## src/rtl/fifo_pkg.sv

```systemverilog
// Shared constants and helpers for the Down FIFO controller.
// Holds the depth function and default flag thresholds.
package fifo_pkg;

  localparam int unsigned AlmostEmptyDefault = 2;
  localparam int unsigned AlmostFullMargin   = 2;

  function automatic int unsigned fifo_depth(input int unsigned addr_width);
    return 32'd1 << addr_width;
  endfunction

endpackage

```

## src/rtl/fifo_ptr_cnt.sv

```systemverilog
// Wrapping FIFO pointer with increment enable and synchronous active-low clear.
// Wraps from 2**WIDTH-1 back to 0.
module fifo_ptr_cnt #(
  parameter int unsigned WIDTH = 5
) (
  input  logic             clk,
  input  logic             rst_n,
  input  logic             inc,
  output logic [WIDTH-1:0] ptr
);

  logic [WIDTH-1:0] ptr_q;

  always_ff @(posedge clk) begin
    if (!rst_n) begin
      ptr_q <= '0;
    end else if (inc) begin
      ptr_q <= ptr_q + 1'b1;
    end
  end

  assign ptr = ptr_q;

endmodule

```

## src/rtl/down_fifo_ctrl.sv

```systemverilog
// Down FIFO controller: pointers, occupancy and flags for an external distributed
// simple-dual-port RAM with combinational read; standard (non-FWFT) pop interface.
module down_fifo_ctrl
  import fifo_pkg::*;
#(
  parameter int unsigned ADDR_WIDTH       = 4,
  parameter int unsigned DATA_WIDTH       = 16,
  parameter int unsigned ALMOST_FULL_NUM  = fifo_depth(ADDR_WIDTH) - AlmostFullMargin,
  parameter int unsigned ALMOST_EMPTY_NUM = AlmostEmptyDefault
) (
  input  logic                  clk,
  input  logic                  rst_n,
  input  logic                  wr_en,
  input  logic [DATA_WIDTH-1:0] wr_data,
  output logic                  full,
  output logic                  almost_full,
  output logic                  overflow,
  input  logic                  rd_en,
  output logic [DATA_WIDTH-1:0] rd_data,
  output logic                  rd_valid,
  output logic                  empty,
  output logic                  almost_empty,
  output logic                  underflow,
  output logic [ADDR_WIDTH:0]   data_count,
  output logic                  ram_wr_en,
  output logic [ADDR_WIDTH-1:0] ram_wr_addr,
  output logic [DATA_WIDTH-1:0] ram_wr_data,
  output logic [ADDR_WIDTH-1:0] ram_rd_addr,
  input  logic [DATA_WIDTH-1:0] ram_rd_data
);

  localparam int unsigned Depth = fifo_depth(ADDR_WIDTH);
  localparam logic [ADDR_WIDTH:0] DepthCnt = (ADDR_WIDTH + 1)'(Depth);
  localparam logic [ADDR_WIDTH:0] AfNum    = (ADDR_WIDTH + 1)'(ALMOST_FULL_NUM);
  localparam logic [ADDR_WIDTH:0] AeNum    = (ADDR_WIDTH + 1)'(ALMOST_EMPTY_NUM);

  if (ADDR_WIDTH < 4 || ADDR_WIDTH > 10) begin : g_bad_addr_width
    $error("down_fifo_ctrl: ADDR_WIDTH must be within 4..10");
  end
  if (ALMOST_FULL_NUM > Depth) begin : g_bad_almost_full
    $error("down_fifo_ctrl: ALMOST_FULL_NUM must not exceed the FIFO depth");
  end

  logic                  wr_acc, rd_acc;
  logic [ADDR_WIDTH:0]   wr_ptr, rd_ptr;
  logic [ADDR_WIDTH:0]   count_q, count_d;
  logic                  full_q, almost_full_q, empty_q, almost_empty_q;
  logic                  overflow_q, underflow_q, rd_valid_q;
  logic [DATA_WIDTH-1:0] rd_data_q;

  // Gating with rst_n keeps the RAM from being written while reset is held.
  assign wr_acc = rst_n & wr_en & ~full_q;
  assign rd_acc = rst_n & rd_en & ~empty_q;

  fifo_ptr_cnt #(
    .WIDTH(ADDR_WIDTH + 1)
  ) u_wr_ptr (
    .clk  (clk),
    .rst_n(rst_n),
    .inc  (wr_acc),
    .ptr  (wr_ptr)
  );

  fifo_ptr_cnt #(
    .WIDTH(ADDR_WIDTH + 1)
  ) u_rd_ptr (
    .clk  (clk),
    .rst_n(rst_n),
    .inc  (rd_acc),
    .ptr  (rd_ptr)
  );

  always_comb begin
    count_d = count_q;
    if (wr_acc && !rd_acc) begin
      count_d = count_q + 1'b1;
    end else if (!wr_acc && rd_acc) begin
      count_d = count_q - 1'b1;
    end
  end

  always_ff @(posedge clk) begin
    if (!rst_n) begin
      count_q        <= '0;
      full_q         <= 1'b0;
      almost_full_q  <= 1'b0;
      empty_q        <= 1'b1;
      almost_empty_q <= 1'b1;
      overflow_q     <= 1'b0;
      underflow_q    <= 1'b0;
      rd_valid_q     <= 1'b0;
      rd_data_q      <= '0;
    end else begin
      count_q        <= count_d;
      full_q         <= (count_d == DepthCnt);
      almost_full_q  <= (count_d >= AfNum);
      empty_q        <= (count_d == '0);
      almost_empty_q <= (count_d <= AeNum);
      overflow_q     <= wr_en & full_q;
      underflow_q    <= rd_en & empty_q;
      rd_valid_q     <= rd_acc;
      if (rd_acc) begin
        rd_data_q <= ram_rd_data;
      end
    end
  end

  // Pointer distance must always track the occupancy counter.
  logic [ADDR_WIDTH:0] ptr_diff;
  assign ptr_diff = wr_ptr - rd_ptr;

  assert property (@(posedge clk) disable iff (!rst_n) ptr_diff == count_q)
    else $error("down_fifo_ctrl: pointer distance disagrees with data_count");

  assign ram_wr_en    = wr_acc;
  assign ram_wr_addr  = wr_ptr[ADDR_WIDTH-1:0];
  assign ram_wr_data  = wr_data;
  assign ram_rd_addr  = rd_ptr[ADDR_WIDTH-1:0];

  assign full         = full_q;
  assign almost_full  = almost_full_q;
  assign empty        = empty_q;
  assign almost_empty = almost_empty_q;
  assign overflow     = overflow_q;
  assign underflow    = underflow_q;
  assign rd_valid     = rd_valid_q;
  assign rd_data      = rd_data_q;
  assign data_count   = count_q;

endmodule

```

## config.mk

```make
export PLATFORM = sky130hd
export DESIGN_NAME = down_fifo_ctrl
export DESIGN_NICKNAME = d
export VERILOG_FILES = /design/src/rtl/fifo_pkg.sv /design/src/rtl/fifo_ptr_cnt.sv /design/src/rtl/down_fifo_ctrl.sv
export SDC_FILE = /design/constraint.sdc
export NUM_CORES = 1
export LEC_CHECK = 0
export ABC_AREA = 1
export CAP_MARGIN = 20
export CORE_UTILIZATION = 35
export CTS_CLUSTER_DIAMETER = 40
export DETAILED_ROUTE_END_ITERATION = 7
export GPL_TIMING_DRIVEN = 0
export PLACE_DENSITY = 0.75
export SLEW_MARGIN = 0
export SYNTH_ARGS = -nofsm -noshare
export SYNTH_HDL_FRONTEND = slang
export SYNTH_SLANG_ARGS = --single-unit
```

## constraint.sdc

```tcl
create_clock -name clk -period 1.2 [get_ports clk]
set_clock_uncertainty 0.05 [all_clocks]
set_input_delay 0.18 -clock clk [delete_from_list [all_inputs] [get_ports clk]]
set_output_delay 0.18 -clock clk [all_outputs]
set_load 0.1 [all_outputs]
```

Yosys cells after proc, flatten, opt, wreduce, memory -nomap -nowiden:

Index checks and enable logic that the tools add are counted.

* bitwise operators: 8
* reductions and logical operators: 5
* shift operators: 0
* magnitude comparators: 2
* equality and inequality tests: 1
* mux-type cells: 2
* divide/modulo/power cells: 0
* multipliers: 0
* add/sub/neg operators: 4

Operators by type and width (number)
* $add 5x1->5 const B: 3
* $mux 5: 2
* $and 1x1->1: 6
* $eq 5x5->1 const B: 1
* $ge 5x4->1 const B: 1
* $le 5x2->1 const B: 1
* $logic_not 5->1: 1
* $sub 5x1->5 const B: 1
* $logic_and 1x1->1: 2
* $logic_not 1->1: 2
* $not 1->1: 2

* bits in registers: 38
* word-level logic and storage cells: 33
* output and inout bits: 53
* ROM bits: 0
* RAM bits: 0
* latch bits: 0
* memories: 0
* bits of input ports: 36

Depth between registers and ports, before layout:

Gate-level depths: netlist of the first run.

* depth after elaboration: 7
* gate-level depth with buffers: 10
* mapped depth without buffers: 10

Cells and area by module:

Synthesis of the first run repeated with hierarchy kept, for this count alone.

* cells, all modules: 252
* area total of the unflattened synthesis: 1799.2 um2

Modules (own cells, without submodules)
* down_fifo_ctrl: area each 1378.8 um2, cells an instance 196, times used 1, seq. area each 560.5 um2
* fifo_ptr_cnt: area each 210.2 um2, cells an instance 28, times used 2, seq. area each 100.1 um2

Worst setup path after synthesis of the first run:

No wires, ideal clock.

* path kind: reg-to-reg
* start point: reg full_q, in the netlist full
* end point: reg almost_empty_q, in the netlist almost_empty
* clock period less this slack: 2.085 ns
* cell stages (with the launch flop): 10
* buffers on the path: 0
* path slack: -0.885 ns
* data arrival time: 1.924 ns
* data required time: 1.039 ns
* setup time: 0.111 ns
* cell sequence: dfxtp_1 > nor2_8 > nand2_4 > clkinv_2 > nand2_2 > nand2_1 > nand2_1 > nand3_2 > inv_1 > nor2_1

* word-level cells in the longest chain between the ends: 7
* elaborated cells on any way between the ends: 8
* classes of those cells: order compare (1); mux (2); bitwise (2); reduce/logical (3)

Ends and longest elaborated chain
* start: declaration: RTL line down_fifo_ctrl.sv:47 `logic full_q, almost_full_q, empty_q, almost_empty_q;`
* start signal: assignment: RTL line down_fifo_ctrl.sv:95 `full_q <= (count_d == DepthCnt);`
* $not 1->1 *: RTL line down_fifo_ctrl.sv:52 `assign wr_acc = rst_n & wr_en & ~full_q;`
* $and 1x1->1 *: RTL line down_fifo_ctrl.sv:52
* net ram_wr_en: RTL line down_fifo_ctrl.sv:25 `output logic ram_wr_en,`
* $logic_not 1->1: RTL line down_fifo_ctrl.sv:77 `end else if (!wr_acc && rd_acc) begin`
* $logic_and 1x1->1: RTL line down_fifo_ctrl.sv:77
* $mux 5: RTL line down_fifo_ctrl.sv:77
* $mux 5 *: RTL line down_fifo_ctrl.sv:75 `if (wr_acc && !rd_acc) begin`
* $le 5x2->1 *: RTL line down_fifo_ctrl.sv:98 `almost_empty_q <= (count_d <= AeNum);`
* end signal: assignment: RTL line down_fifo_ctrl.sv:98
* end: declaration: RTL line down_fifo_ctrl.sv:47

The timed path passes the listed nets; every way through them passes the cells marked *.
A chain may end at the register's enable or synchronous reset.

Worst setup path after layout of the first run:

* start point: reg count_q[0], in the netlist data_count[0]
* end point: reg empty_q, in the netlist empty

* word-level cells in the longest chain between the ends: 4
* elaborated cells on any way between the ends: 5
* classes of those cells: add/sub (2); mux (2); reduce/logical (1)

Ends and longest elaborated chain
* start: declaration: RTL line down_fifo_ctrl.sv:46 `logic [ADDR_WIDTH:0] count_q, count_d;`
* start signal: assignment: RTL line down_fifo_ctrl.sv:94 `count_q <= count_d;`
* $sub 5x1->5: RTL line down_fifo_ctrl.sv:78 `count_d = count_q - 1'b1;`
* $mux 5: RTL line down_fifo_ctrl.sv:77
* $mux 5 *: RTL line down_fifo_ctrl.sv:75
* $logic_not 5->1 *: RTL line down_fifo_ctrl.sv:97 `empty_q <= (count_d == '0);`
* end signal: assignment: RTL line down_fifo_ctrl.sv:97
* end: declaration: RTL line down_fifo_ctrl.sv:47

Mark *: on every way between the ends. The rest lies on a longest branch, timed or not.

==> summary.txt, run 1 <==
Run status
  – Status: finished with violations
  – Failing checks: design-rule violations, negative setup slack

Clock tree
  – CTS tree: done
  – CTS Buf Count: 5
  – Htree depth: 2
  – Clock tree buffer depth: 2
  – Clock root buffer: clkbuf_8
  – Latest clock arrival within the worst-skew pair: 290 ps
  – Worst-path clk slew: 70 ps
  – Sinks on Clock Net: 36

Floorplanning
  – Die width: 71.6 um
  – # rows: 24
  – Die height: 71.6 um
  – Initial Util: 37.6%
  – Die ar.: 5130 um^2
  – I/O pins: 89
  – Core area: 4500 um^2

Routing
  – # DRC: 1
  – Post-route ant nets: 0
  – First-pass detailed-route iteration total: 6
  – Via Count: 1705
  – Starting DRT DRC Count: 60
  – Vias per Instance: 4.70
  – WL per Instance: 11.5 um
  – Final WL: 4.19 mm

Power and ir drop
  – Leak Pwr: 1.36 nW
  – Pwr Total: 4.78 mW
  – Maximum vdd drop: 0.000758 V
  – Power Density: 1730 nW/um^2

Finish
  – Finished Layout Cells: 363
  – Net count, final: 350
  – Share of cells above drive strength 1: 48.2%
  – ANT cells: 0
  – P&R area growth vs syn: 63.4%
  – Post-route cell area: 2770 um^2

Run
  – MaxCap Viol Count: 0

Timing
  – Post-route minimum period: 1360 ps
  – Fin crit share: 113%
  – Final Hold Viols: 0
  – RSZ-0062 raised after global routing: true
  – Setup-failing EPs final: 11
  – Worst slew margin: 63.6%
  – Worst-Margin Slew: 548 ps
  – Worst setup margin: -161 ps
  – Max Clk Rate: 735 MHz
  – Final slew viol count: 0

Logic synthesis
  – Seq cells post-synth: 36
  – Synthesized area per cell: 7.64 um^2
  – Synthesis Warnings: 0
  – Synthesized cell area: 1700 um^2
  – Seq/Total Area, Yosys: 42.5%
  – Mapped Cells: 222
  – Syn nets: 262
  – Yosys cell types: 26

Setup path
  – CP startpoint: data_count[0]
  – Critical Path AT: 1480 ps
  – R2r endpoint: empty
  – Critical Path Start Type: register
  – CP required: 1320 ps
  – FF-to-FF path depth: 8
  – Critical Path Sink Type: register
  – Worst R2R Start: data_count[0]
  – Crit Path Category: register to register
  – Largest fanout on the critical path: 6
  – Worst setup endpoint: empty
  – R2r setup slk: -160 ps

Placement
  – Hpwl dp: 2.97 mm
  – DP Area: 2570 um^2
  – # port buffers: 72
  – Worst slack, placed: -1350 ps
  – Placed insts: 346
  – GPL Wtd Cong: 0.859

GRT
  – Initial antenna violation count: 0
  – Total gr overflow: 0
  – GR Util All Layers: 17.1%
  – First-pass GRT wire length: 6.84 mm
  – Largest net degree at the start of global routing: 12
  – Vias in the first global route: 1598

Hold path
  – Hold Path Class: primary input to register
where the power goes:
| group | switching (mW) | internal (mW) |
|---|---|---|
| logic | 1.69 | 0.660 |
| clock network | 0.414 | 0.524 |
| registers | 0.132 | 1.36 |
how the worst min path moves through the flow:
| stage | start | end | slack (ps) | cells after the start |
|---|---|---|---|---|
| global placement | u_wr_ptr.ptr[3] | u_wr_ptr.ptr[3] | 360 | 1 |
| CTS | rd_en | underflow | 290 | 3 |
| floorplan | ram_rd_data[10] | rd_data[10] | 240 | 2 |
| finish | rst_n | underflow | 190 | 3 |
| detailed placement | u_wr_ptr.ptr[3] | u_wr_ptr.ptr[3] | 370 | 1 |
| global route | rst_n | underflow | 190 | 3 |
flip-flops by register name (all words and copies together) (netlist names):
name / count
rd_data: 16
data_count: 5
u_rd_ptr.ptr: 4
u_wr_ptr.ptr: 4
almost_empty: 1
almost_full: 1
empty: 1
full: 1
overflow: 1
rd_valid: 1
underflow: 1
synth_stat cells, drive strengths merged:
cell    instances  area share [%]
nand3          42              14
a21oi           7             2.3
buf            22             9.2
inv            15             3.3
ha              4             3.0
clkbuf          1            0.22
nand2          71              17
dfxtp          36              43
clkinv          1            0.29
o21a            1            0.44
xor2            1            0.52
nand3b          1            0.44
nand4           1            0.37
xnor2           1            0.52
o21ai           3            0.89
nor2           15             4.7
critical path: stages, from the launching register on:
cell and delay, ps:
dfxtp_4 400, ha_2 220, inv_2 60, nor2_1 130
nand2_2 70, nand3b_1 110, nand2_1 70, nand3_1 100
nand2_1 50
area by class of cell:
class | count | area (um^2)
clock buffers | 8 | 100
flip-flops and latches | 36 | 783
multi-input cells | 147 | 798
inverters | 16 | 72.6
plain buffers | 21 | 161
well taps | 52 | 65.1
fillers | 416 | 1730
repair buffers | 83 | 790
cells in the final DEF, fill, tap and decap left out:
master           count
xnor2_2              1
buf_4               51
ha_2                 1
ha_1                 2
nand4_1              1
nand2_1             65
clkbuf_8             7
clkdlybuf4s50_1     16
clkbuf_1             2
dfxtp_4             10
dfxtp_1              6
nand3_2              3
xor2_1               1
a21oi_1              5
nand2_4              2
ha_4                 1
clkdlybuf4s15_2     16
clkbuf_2             1
nand3b_1             1
nor2_2               3
nor2_4               1
buf_6               14
nor2_1              10
nand2_2              4
inv_1                8
o21a_1               1
dfxtp_2             20
dlygate4sd2_1        2
nand3_4              2
nand3_1             37
o21ai_0              3
nor2_8               1
buf_12               2
inv_4                3
a21oi_2              2
buf_1                1
inv_2                4
clkinv_4             1
stage by stage:
step / util (%) / hold WS, ps / TNS (ps)
floorplan: - / 240 / -2700
global placement: 57.1 / 358 / -41630
detailed placement: 57.1 / 368 / -42060
CTS: 59.9 / 293 / -637
global route: 61.5 / 192 / -1600
finish: 61.5 / 186 / -800
per-layer routing:
layer	vias to the layer above	global-route usage, %	share of wire [%]
met5	-	0	0
li1	870	-	-
met4	0	6.32	0.84
met2	69	30.1	49
met3	4	6.05	7.8
met1	762	19.1	43
cell families (layout without fill, tap and decap cells):
family	Yosys count	after routing	share of synthesized area, %
buffers and inverters	39	128	13.0
adders and majority gates	4	4	2.95
and+or+nand+nor	130	130	36.9
xor gates and xnor gates	2	2	1.03
DFF	36	36	42.5
AOI/OAI and AO/OA	11	11	3.62
timing repair:
item                       CTS  global route
hold buffers                 0             0
setup buffers                8             3
gates cloned                 0             0
setup endpoints to repair   87            29
pin swaps                    6             4
resized for setup          293            18
No activity file was read; power rests on OpenSTA's default activity.
==> run 2: changes to the inputs <==
--- a/config.mk
+++ b/config.mk
@@ -7,11 +7,13 @@
 export LEC_CHECK = 0
 export ABC_AREA = 1
 export CAP_MARGIN = 20
-export CORE_UTILIZATION = 35
+export CELL_PAD_IN_SITES_DETAIL_PLACEMENT = 0
+export CELL_PAD_IN_SITES_GLOBAL_PLACEMENT = 1
+export CORE_UTILIZATION = 24
 export CTS_CLUSTER_DIAMETER = 40
 export DETAILED_ROUTE_END_ITERATION = 7
 export GPL_TIMING_DRIVEN = 0
-export PLACE_DENSITY = 0.75
+export PLACE_DENSITY_LB_ADDON = 0.1
 export SLEW_MARGIN = 0
 export SYNTH_ARGS = -nofsm -noshare
 export SYNTH_HDL_FRONTEND = slang
==> summary.txt, run 2 (synthesis gave the netlist of run 1 again) <==
Run status
  – Status: finished with violations
  – Failing checks: negative setup slack

Hold path
  – Hold Path Class: primary input to register

Routing
  – Post-route ant nets: 0
  – First-pass detailed-route iteration total: 4
  – Starting DRT DRC Count: 30
  – Final WL: 4.41 mm
  – Via Count: 1656
  – Vias per Instance: 4.04
  – # DRC: 0
  – WL per Instance: 10.8 um

Setup path
  – Largest fanout on the critical path: 6
  – Critical Path AT: 1500 ps
  – CP startpoint: data_count[0]
  – Slowest stage delay, CP: 410 ps
  – Crit-path slowest cell: dfxtp_4
  – Worst setup endpoint: full
  – R2r setup slk: -130 ps
  – FF-to-FF path depth: 9
  – Cell mode on critical path: nand2_1
  – Critical Path Sink Type: register
  – CP Cell Sequence: inv_4, ha_4, xnor2_2, nand2_1, nand3_1, nand2_2, nor2_4, nand2_1, nor2_1
  – R2r endpoint: full
  – CP required: 1360 ps
  – Critical Path Start Type: register
  – Worst R2R Start: data_count[0]
  – Crit Path Category: register to register

Floorplanning
  – Die ar.: 7400 um^2
  – I/O pins: 89
  – Core area: 6790 um^2
  – Die width: 86.1 um
  – Die height: 86.1 um
  – Initial Util: 25.0%
  – # rows: 30

Timing
  – Final slew viol count: 0
  – Worst setup margin: -134 ps
  – Setup-failing EPs final: 26
  – Worst slew margin: 57.7%
  – Max Clk Rate: 749 MHz
  – Post-route minimum period: 1330 ps
  – Fin crit share: 111%
  – Worst-Margin Slew: 634 ps
  – Final Hold Viols: 0
  – RSZ-0062 raised after global routing: true
  – Setup TNS: -1480 ps

GRT
  – Vias in the first global route: 1397
  – GR Util All Layers: 11.9%
  – Largest net degree at the start of global routing: 18
  – Total gr overflow: 0
  – First-pass GRT wire length: 6.75 mm
  – Initial antenna violation count: 0

Finish
  – Max reg flops: 16
  – Most frequent cells in the layout: nand2_1, buf_4, nand3_1
  – Commonest non-fill, non-tap cell in the layout: nand2_1
  – Multi-input gate area: 902 um^2
  – Utilization after layout: 43.9%
  – Net count, final: 353
  – ANT cells: 0
  – Sequential cell area: 783 um^2
  – Share of cells above drive strength 1: 53.8%
  – Post-route cell area: 2980 um^2
  – P&R area growth vs syn: 75.9%
  – Fillers: 699

Clock tree
  – Clock root buffer: clkbuf_8
  – Clock tree buffer depth: 2
  – Htree depth: 2
  – Latest clock arrival within the worst-skew pair: 280 ps
  – Worst-path clk slew: 80 ps
  – CTS tree: done
  – CTS Buf Count: 5
  – Hold buffers post-CTS: 0
  – Sinks on Clock Net: 36

Run
  – MaxCap Viol Count: 0

Placement
  – DP Area: 2630 um^2
  – Hpwl dp: 3.17 mm
  – # port buffers: 72
  – GPL Wtd Cong: 0.778

Power and ir drop
  – Leak Pwr: 1.42 nW
  – Maximum vdd drop: 0.000746 V
  – Power Density: 1620 nW/um^2
## run 2: layout make-up
| cell class | count | area share [%] |
|---|---|---|
| multi-input combinational | 147 | 30.3 |
| buffer | 22 | 5.79 |
| sequential | 36 | 26.3 |
| clock inverter | 1 | 0.252 |
| tap | 96 | 4.03 |
| clock buffer | 7 | 2.90 |
| inverter | 16 | 2.52 |
| timing repair buffer | 85 | 28.0 |
## run 2: through the flow
step	hold slack, ps	setup WS, ps	std cells	total power [mW]
floorplan	240	-357	222	3.21
global placement	363	-1370	390	3.72
detailed placement	366	-1370	390	3.72
CTS	347	-157	404	4.70
global route	229	-261	410	5.08
finish	211	-134	410	4.83
## run 2: worst max-delay path, delay by kind of cell (launching register included)
family	cells	cell delay (ps)
adders and majority gates	1	170
DFF	1	410
and+or+nand+nor	6	470
buffers and inverters	1	50
xor gates and xnor gates	1	120
## run 2: what timing repair did
| action | CTS | global route |
|---|---|---|
| buffers inserted | 7 | 6 |
| gates resized for setup | 293 | 50 |
| endpoints found under the setup margin | 87 | 38 |
| cloned | 0 | 1 |
| pin swaps | 11 | 13 |
## run 2: worst min path at each step
stage,startpoint,to,slack (ps),cells past startpoint
detailed placement,u_wr_ptr.ptr[3],u_wr_ptr.ptr[3],370,1
floorplan,ram_rd_data[10],rd_data[10],240,2
global route,rst_n,overflow,230,3
finish,rst_n,overflow,210,3
global placement,u_wr_ptr.ptr[3],u_wr_ptr.ptr[3],360,1
CTS,wr_en,overflow,350,3
## run 2: where the power goes
part / internal [mW] / switching, mW
logic: 0.686 / 1.74
registers: 1.36 / 0.142
clock network: 0.467 / 0.438
total: 2.51 / 2.32
## run 2: metal layers
| layer | vias to the layer above | share of wire (%) | track usage [%] |
|---|---|---|---|
| met1 | 727 | 45 | 15.0 |
| met4 | 0 | 0.68 | 4.55 |
| met3 | 2 | 7.6 | 4.52 |
| li1 | 876 | - | - |
| met5 | - | 0 | 0 |
| met2 | 51 | 47 | 18.3 |
